`config.mk`:
```
export PLATFORM = sky130hd
export DESIGN_NAME = bz_beat_timer
export DESIGN_NICKNAME = d
export VERILOG_FILES = /design/src/rtl/bz_pkg.sv /design/src/rtl/bz_beat_timer.sv
export SDC_FILE = /design/constraint.sdc
export NUM_CORES = 1
export LEC_CHECK = 0
export BUFFER_PORTS_ARGS = -buffer_cell sky130_fd_sc_hd__buf_2
export CORE_UTILIZATION = 50
export DETAILED_ROUTE_END_ITERATION = 8
export GPL_TIMING_DRIVEN = 0
export PLACE_DENSITY = 0.74
export SYNTH_ARGS = -nofsm -noshare
export SYNTH_HDL_FRONTEND = slang
export SYNTH_SLANG_ARGS = --single-unit
export TNS_END_PERCENT = 100
```
`constraint.sdc`:
```
create_clock -name clk -period 9.2 [get_ports clk]
set_clock_uncertainty 0.1 [all_clocks]
set_input_delay 0.46 -clock clk [delete_from_list [all_inputs] [get_ports clk]]
set_output_delay 0.46 -clock clk [all_outputs]
set_load 0.05 [all_outputs]
```
`src/rtl/bz_pkg.sv`:
```
// Shared definitions for the buzzer beat timer: mode encodings and FSM states.
package bz_pkg;

    // Run modes as presented on the mode input. Codes 10 and 11 are both continuous.
    localparam logic [1:0] BZ_MODE_SINGLE = 2'b00;
    localparam logic [1:0] BZ_MODE_BURST  = 2'b01;
    localparam logic [1:0] BZ_MODE_CONT   = 2'b10;

    // Controller states.
    typedef enum logic {
        BZ_IDLE = 1'b0,
        BZ_RUN  = 1'b1
    } bz_state_t;

endpackage

```
`src/rtl/bz_beat_timer.sv`:
```
// Buzzer beat timer: counts beats of (period+1) enabled cycles, drives a gate
// for the first gate_len cycles of each beat, and ends after one beat, a burst
// of beat_num beats, or only on stop. All outputs come straight from flops.
module bz_beat_timer
    import bz_pkg::*;
#(
    parameter int CNT_W = 28,
    parameter int IDX_W = 8
) (
    input  logic             clk,
    input  logic             rstn,
    input  logic             start,
    input  logic             stop,
    input  logic             en,
    input  logic [1:0]       mode,
    input  logic [CNT_W-1:0] period,
    input  logic [CNT_W-1:0] gate_len,
    input  logic [IDX_W-1:0] beat_num,
    output logic             busy,
    output logic             beat_pulse,
    output logic             done,
    output logic             gate,
    output logic [IDX_W-1:0] beat_idx
);

    localparam logic [CNT_W-1:0] CNT_ONE = CNT_W'(1);
    localparam logic [IDX_W-1:0] IDX_ONE = IDX_W'(1);

    bz_state_t        r_state;
    bz_state_t        w_state_nxt;
    logic [1:0]       r_mode;
    logic [IDX_W-1:0] r_beat_num;
    logic [CNT_W-1:0] r_cnt;
    logic [CNT_W-1:0] r_period_q;
    logic [CNT_W-1:0] r_gate_len_q;
    logic [IDX_W-1:0] r_beat_idx;
    logic             r_busy;
    logic             r_pulse;
    logic             r_done;
    logic             r_gate;

    logic [CNT_W-1:0] w_cnt_nxt;
    logic [CNT_W-1:0] w_period_nxt;
    logic [CNT_W-1:0] w_gate_len_nxt;
    logic [IDX_W-1:0] w_beat_idx_nxt;
    logic [IDX_W-1:0] w_beat_idx_inc;
    logic [IDX_W-1:0] w_beat_target;
    logic             w_launch;
    logic             w_advance;
    logic             w_tc;
    logic             w_last;

    // A run starts only from IDLE and only when not cancelled by a simultaneous stop.
    assign w_launch       = (r_state == BZ_IDLE) && start && !stop;
    // The counter moves only in an enabled, non-aborted RUN cycle.
    assign w_advance      = (r_state == BZ_RUN) && en && !stop;
    assign w_tc           = w_advance && (r_cnt == r_period_q);
    assign w_beat_idx_inc = r_beat_idx + IDX_ONE;
    // A burst of zero beats behaves as a burst of one.
    assign w_beat_target  = (r_beat_num == '0) ? IDX_ONE : r_beat_num;

    // Decide whether the beat completing this cycle is the last one of the run.
    always_comb begin
        case (r_mode)
            BZ_MODE_SINGLE: w_last = w_tc && (w_beat_idx_inc == IDX_ONE);
            BZ_MODE_BURST:  w_last = w_tc && (w_beat_idx_inc == w_beat_target);
            default:        w_last = 1'b0;
        endcase
    end

    // State register.
    always_ff @(posedge clk or negedge rstn) begin
        // NOTE: sequential state uses non-blocking assignments so every flop samples pre-edge values.
        if (!rstn) r_state <= BZ_IDLE;
        else       r_state <= w_state_nxt;
    end

    // Next-state logic: launch from IDLE, leave RUN on stop or on the final beat.
    always_comb begin
        // NOTE: default first so no path through the block leaves it unassigned (no latch).
        w_state_nxt = r_state;
        case (r_state)
            BZ_IDLE: if (w_launch)        w_state_nxt = BZ_RUN;
            BZ_RUN:  if (stop || w_last)  w_state_nxt = BZ_IDLE;
            default:                      w_state_nxt = BZ_IDLE;
        endcase
    end

    // Output/datapath logic: next values for counter, beat index and tempo registers.
    always_comb begin
        w_cnt_nxt      = r_cnt;
        w_beat_idx_nxt = r_beat_idx;
        w_period_nxt   = r_period_q;
        w_gate_len_nxt = r_gate_len_q;
        if (w_launch) begin
            w_cnt_nxt      = '0;
            w_beat_idx_nxt = '0;
            w_period_nxt   = period;
            w_gate_len_nxt = gate_len;
        end else if (w_tc) begin
            // Beat boundary: tempo and gate length may change here and only here.
            w_cnt_nxt      = '0;
            w_beat_idx_nxt = w_beat_idx_inc;
            w_period_nxt   = period;
            w_gate_len_nxt = gate_len;
        end else if (w_advance) begin
            w_cnt_nxt = r_cnt + CNT_ONE;
        end
    end

    // Datapath and output registers; gate is computed from next-cycle values so it lines up with cnt.
    always_ff @(posedge clk or negedge rstn) begin
        if (!rstn) begin
            r_mode       <= BZ_MODE_SINGLE;
            r_beat_num   <= '0;
            r_cnt        <= '0;
            r_period_q   <= '0;
            r_gate_len_q <= '0;
            r_beat_idx   <= '0;
            r_busy       <= 1'b0;
            r_pulse      <= 1'b0;
            r_done       <= 1'b0;
            r_gate       <= 1'b0;
        end else begin
            if (w_launch) begin
                r_mode     <= mode;
                r_beat_num <= beat_num;
            end
            r_cnt        <= w_cnt_nxt;
            r_period_q   <= w_period_nxt;
            r_gate_len_q <= w_gate_len_nxt;
            r_beat_idx   <= w_beat_idx_nxt;
            r_busy       <= (w_state_nxt == BZ_RUN);
            r_pulse      <= w_tc;
            r_done       <= w_last;
            r_gate       <= (w_state_nxt == BZ_RUN) && (w_cnt_nxt < w_gate_len_nxt);
        end
    end

    assign busy       = r_busy;
    assign beat_pulse = r_pulse;
    assign done       = r_done;
    assign gate       = r_gate;
    assign beat_idx   = r_beat_idx;

endmodule

```
==> flow_metrics.tcl <==
set metrics [dict create \
    synth_cells 499 \
    synth_top_area_cell "dfrtp_1" \
    layout-drive-gt1-share_pct 25.6 \
    synthAdderAreaFrac_pct 6.54 \
    worstPathArrival_ps 5060 \
    met3_usage_pct 4.00 \
    violations "design-rule violations" \
    hold_violations 0 \
    wire_per_inst_um 16.8 \
    timing.final.crit_share_pct 53.1 \
    synth_fp_nets 599 \
    tightest_slew_ps 860 \
    synth_xor_area_share_pct 10.3 \
    synth_most_common_cell "dfrtp_1" \
    synth-edff-count 0 \
    drt_iter0_markers 223 \
    io_pins 83 \
    setup_violations 0 \
    crit_chain "xnor2_1 > nand3_1 > nor4_1 > a21o_1 > buf_2 > buf_1 > nor2_1 > ha_1 > a21o_1 > a21o_1 > a221o_1 > a221oi_1 > nor2_1 > or4b_1 > nor4_1" \
    cts_buffer_depth 2 \
    grt_pass1_vias 4224 \
    p_leak_uw 0.00313 \
    crit_fanout 10 \
    rsz0062_at_grt "false" \
    drcViolationCount 2 \
    core_area_mm2 0.0108 \
    antenna_left 0 \
    synth_compound_area_share_pct 5.57 \
    cts_tree "built" \
    max_freq_mhz 205 \
    holdWs_ps 204 \
    fillers 932 \
    start_util_pct 51.1 \
    grt_max_degree 68 \
    port_buffers 82 \
    ys.flop_type "dfrtp_1" \
    synth.area.top_cells "dfrtp_1, mux2_2, ha_1, xor2_1, xnor2_1" \
    htreeDepth 3 \
    vdd_ir_drop_max_uv 112 \
    critical_path.top_delay_family "simple AND/OR/NAND/NOR gates" \
    cts.clk_slew.worst_paths_ps 100 \
    tns_ps 0 \
    drt-total-wl_um 12400 \
    fp-row-count 38 \
    fin_crit_ps 4890 \
    syn_area_mm2 0.00554 \
    worstHoldPathType "in -> reg" \
    die_height_um 107 \
    synth.distinct_cells 47 \
    fp.dieArea_mm2 0.0115 \
    yosysWarningCount 0 \
    p_total_uw 1020 \
    critPathKind "reg -> reg" \
    power_density_mw_per_mm2 161 \
    area_delta_synth_final_pct 14.5 \
    antenna_found_initial 0 \
    numCtsBuffers 9 \
    worst_path_max_delay_cell "nor4_1" \
    drt_pre_antenna_iters 7 \
    synth-seq-cells 106 \
    cp-end-kind "flip-flop" \
    gp_congestion 0.823 \
    path_common_cell "a21o_1" \
    async_flop_share_pct 100 \
    diodes 0 \
    grt_pass1_wl_um 20600 \
    critical_path_buf_inv_count 2 \
    drv_slew 0 \
    max_cap_violations 0 \
    grtUsageTotal_pct 23.6 \
    die_w_um 107 \
    ys_seq_area_share_pct 47.8 \
    status "finished, violations left" \
    viasPerCell 5.49 \
    slowest_delay_ps 610 \
    syn_avg_cell_area_um2 11.1 \
    utilization_pct 58.6 \
    synthMuxAreaShare_pct 12.8 \
    overflow 0 \
    nNetsFinal 694 \
    start_kind "flip-flop" \
    grtUsageMet1_pct 30.7 \
    yosys.area_share.simple_pct 13.4 \
    synthTopCellsByCount "dfrtp_1, mux2_2, nor2_1" \
    ctsResizeCount 0 \
    busiest_layer "met2" \
    cts_root_buf "clkbuf_8" \
    clk_latency_ps 370 \
    yosysTopAreaCellShare_pct 47.8 \
    use_met2_pct 40.0 \
    critPathRequiredTime_ps 9370 \
    dpl.hpwl_um 9560 \
    vias 4049 \
    slew_headroom_pct 41.2 \
    cts.sinks 106 \
    synth_top_family_by_area "simple AND/OR/NAND/NOR gates" \
]
==> sequential cells by signal, summed over array words and instances, names as in the netlist <==
signal / flops
beat_idx: 8
beat_pulse: 1
busy: 1
done: 1
gate: 1
r_beat_num: 8
r_cnt: 28
r_gate_len_q: 28
r_mode: 2
r_period_q: 28
==> power breakdown <==
group / total (uW) / switching (uW) / leakage [uW] / internal, uW
Combinational: 187 / 93.4 / 0.00171 / 93.7
Clock: 269 / 156 / 0.0000887 / 113
Sequential: 564 / 40.7 / 0.00133 / 523
Total: 1020 / 290 / 0.00313 / 730
==> path summary, 6_finish.rpt <==
| kind | end | slack (ps) | startpoint | depth (start not counted) |
|---|---|---|---|---|
| max in group asynchronous | r_gate_len_q[19] | 7780 | rstn | 3 |
| setup reg to reg | gate | 4310 | r_period_q[8] | 15 |
| min in group asynchronous | r_period_q[9] | 500 | rstn | 2 |
| hold / removal | r_beat_num[3] | 200 | beat_num[3] | 3 |
| setup / recovery | gate | 4310 | r_period_q[8] | 15 |
| hold reg to reg | r_gate_len_q[22] | 400 | r_gate_len_q[22] | 2 |
==> through the flow <==
step | cells | setup WS [ps] | instance area [um^2]
floorplan | 499 | 4980 | 5540
global placement | 721 | 4370 | 6130
detailed placement | 722 | 4330 | 6160
CTS | 738 | 4350 | 6350
global route | 738 | 4040 | 6350
finish | 738 | 4310 | 6350
==> placed cells by master, fill, tap and decap left out, types with 2 or more instances in the layout <==
cell type / netlist / layout
a21o_1: 7 / 7
a21oi_1: 7 / 7
and3_1: 11 / 11
and4_1: 8 / 8
buf_2: 11 / 92
clkbuf_1: 3 / 4
clkbuf_8: 0 / 11
clkinv_4: 0 / 2
dfrtp_1: 106 / 106
ha_1: 29 / 29
inv_1: 34 / 34
mux2_2: 40 / 40
mux2i_1: 26 / 26
nand2_1: 29 / 29
nand3_1: 16 / 16
nand3b_1: 2 / 2
nand4_1: 10 / 10
nor2_1: 35 / 35
nor2b_1: 4 / 4
nor3b_1: 2 / 2
nor4_1: 7 / 7
o21ai_0: 17 / 17
o31ai_1: 6 / 6
xnor2_1: 31 / 31
xor2_1: 34 / 34
==> area by class of cell <==
cell class                 count  area, um^2  area share (%)
buffer                        15        70.1            1.10
clock buffer                  12         155            2.44
clock inverter                 3        25.0           0.394
inverter                      34         128            2.01
multi-input combinational    344        2690            42.4
sequential                   106        2650            41.8
tap                          140         175            2.76
timing repair buffer          84         450            7.09
==> what timing repair did <==
item / in CTS / in global routing
buffers inserted: 0 / 0
endpoints found under the hold margin: 39 / 0
hold buffers: 1 / 0
==> worst register-to-register path, delay by kind of cell (launching register included) <==
kind | cells | cell delay [ps]
AO/OA/AOI/OAI | 5 | 1290
XOR/XNOR | 1 | 230
adder cells (fa/ha/maj) | 1 | 320
buffers and inverters | 2 | 770
flip-flops | 1 | 430
AND/OR/NAND/NOR | 6 | 1670
==> kinds of logic (layout without fill, tap and decap cells) <==
| family | Yosys count | after routing |
|---|---|---|
| AND/OR/NAND/NOR | 136 | 136 |
| flip-flops | 106 | 106 |
| multiplexers | 66 | 66 |
| XOR/XNOR | 65 | 65 |
| buffers and inverters | 49 | 148 |
| AO/OA/AOI/OAI | 48 | 48 |
| adder cells (fa/ha/maj) | 29 | 29 |
==> per-layer routing <==
metal,routed length [um],vias up
met5,0,-
met4,256,0
met3,604,20
met2,6090,107
met1,5440,1990
li1,-,1932
(Power assumes the default switching activity.)
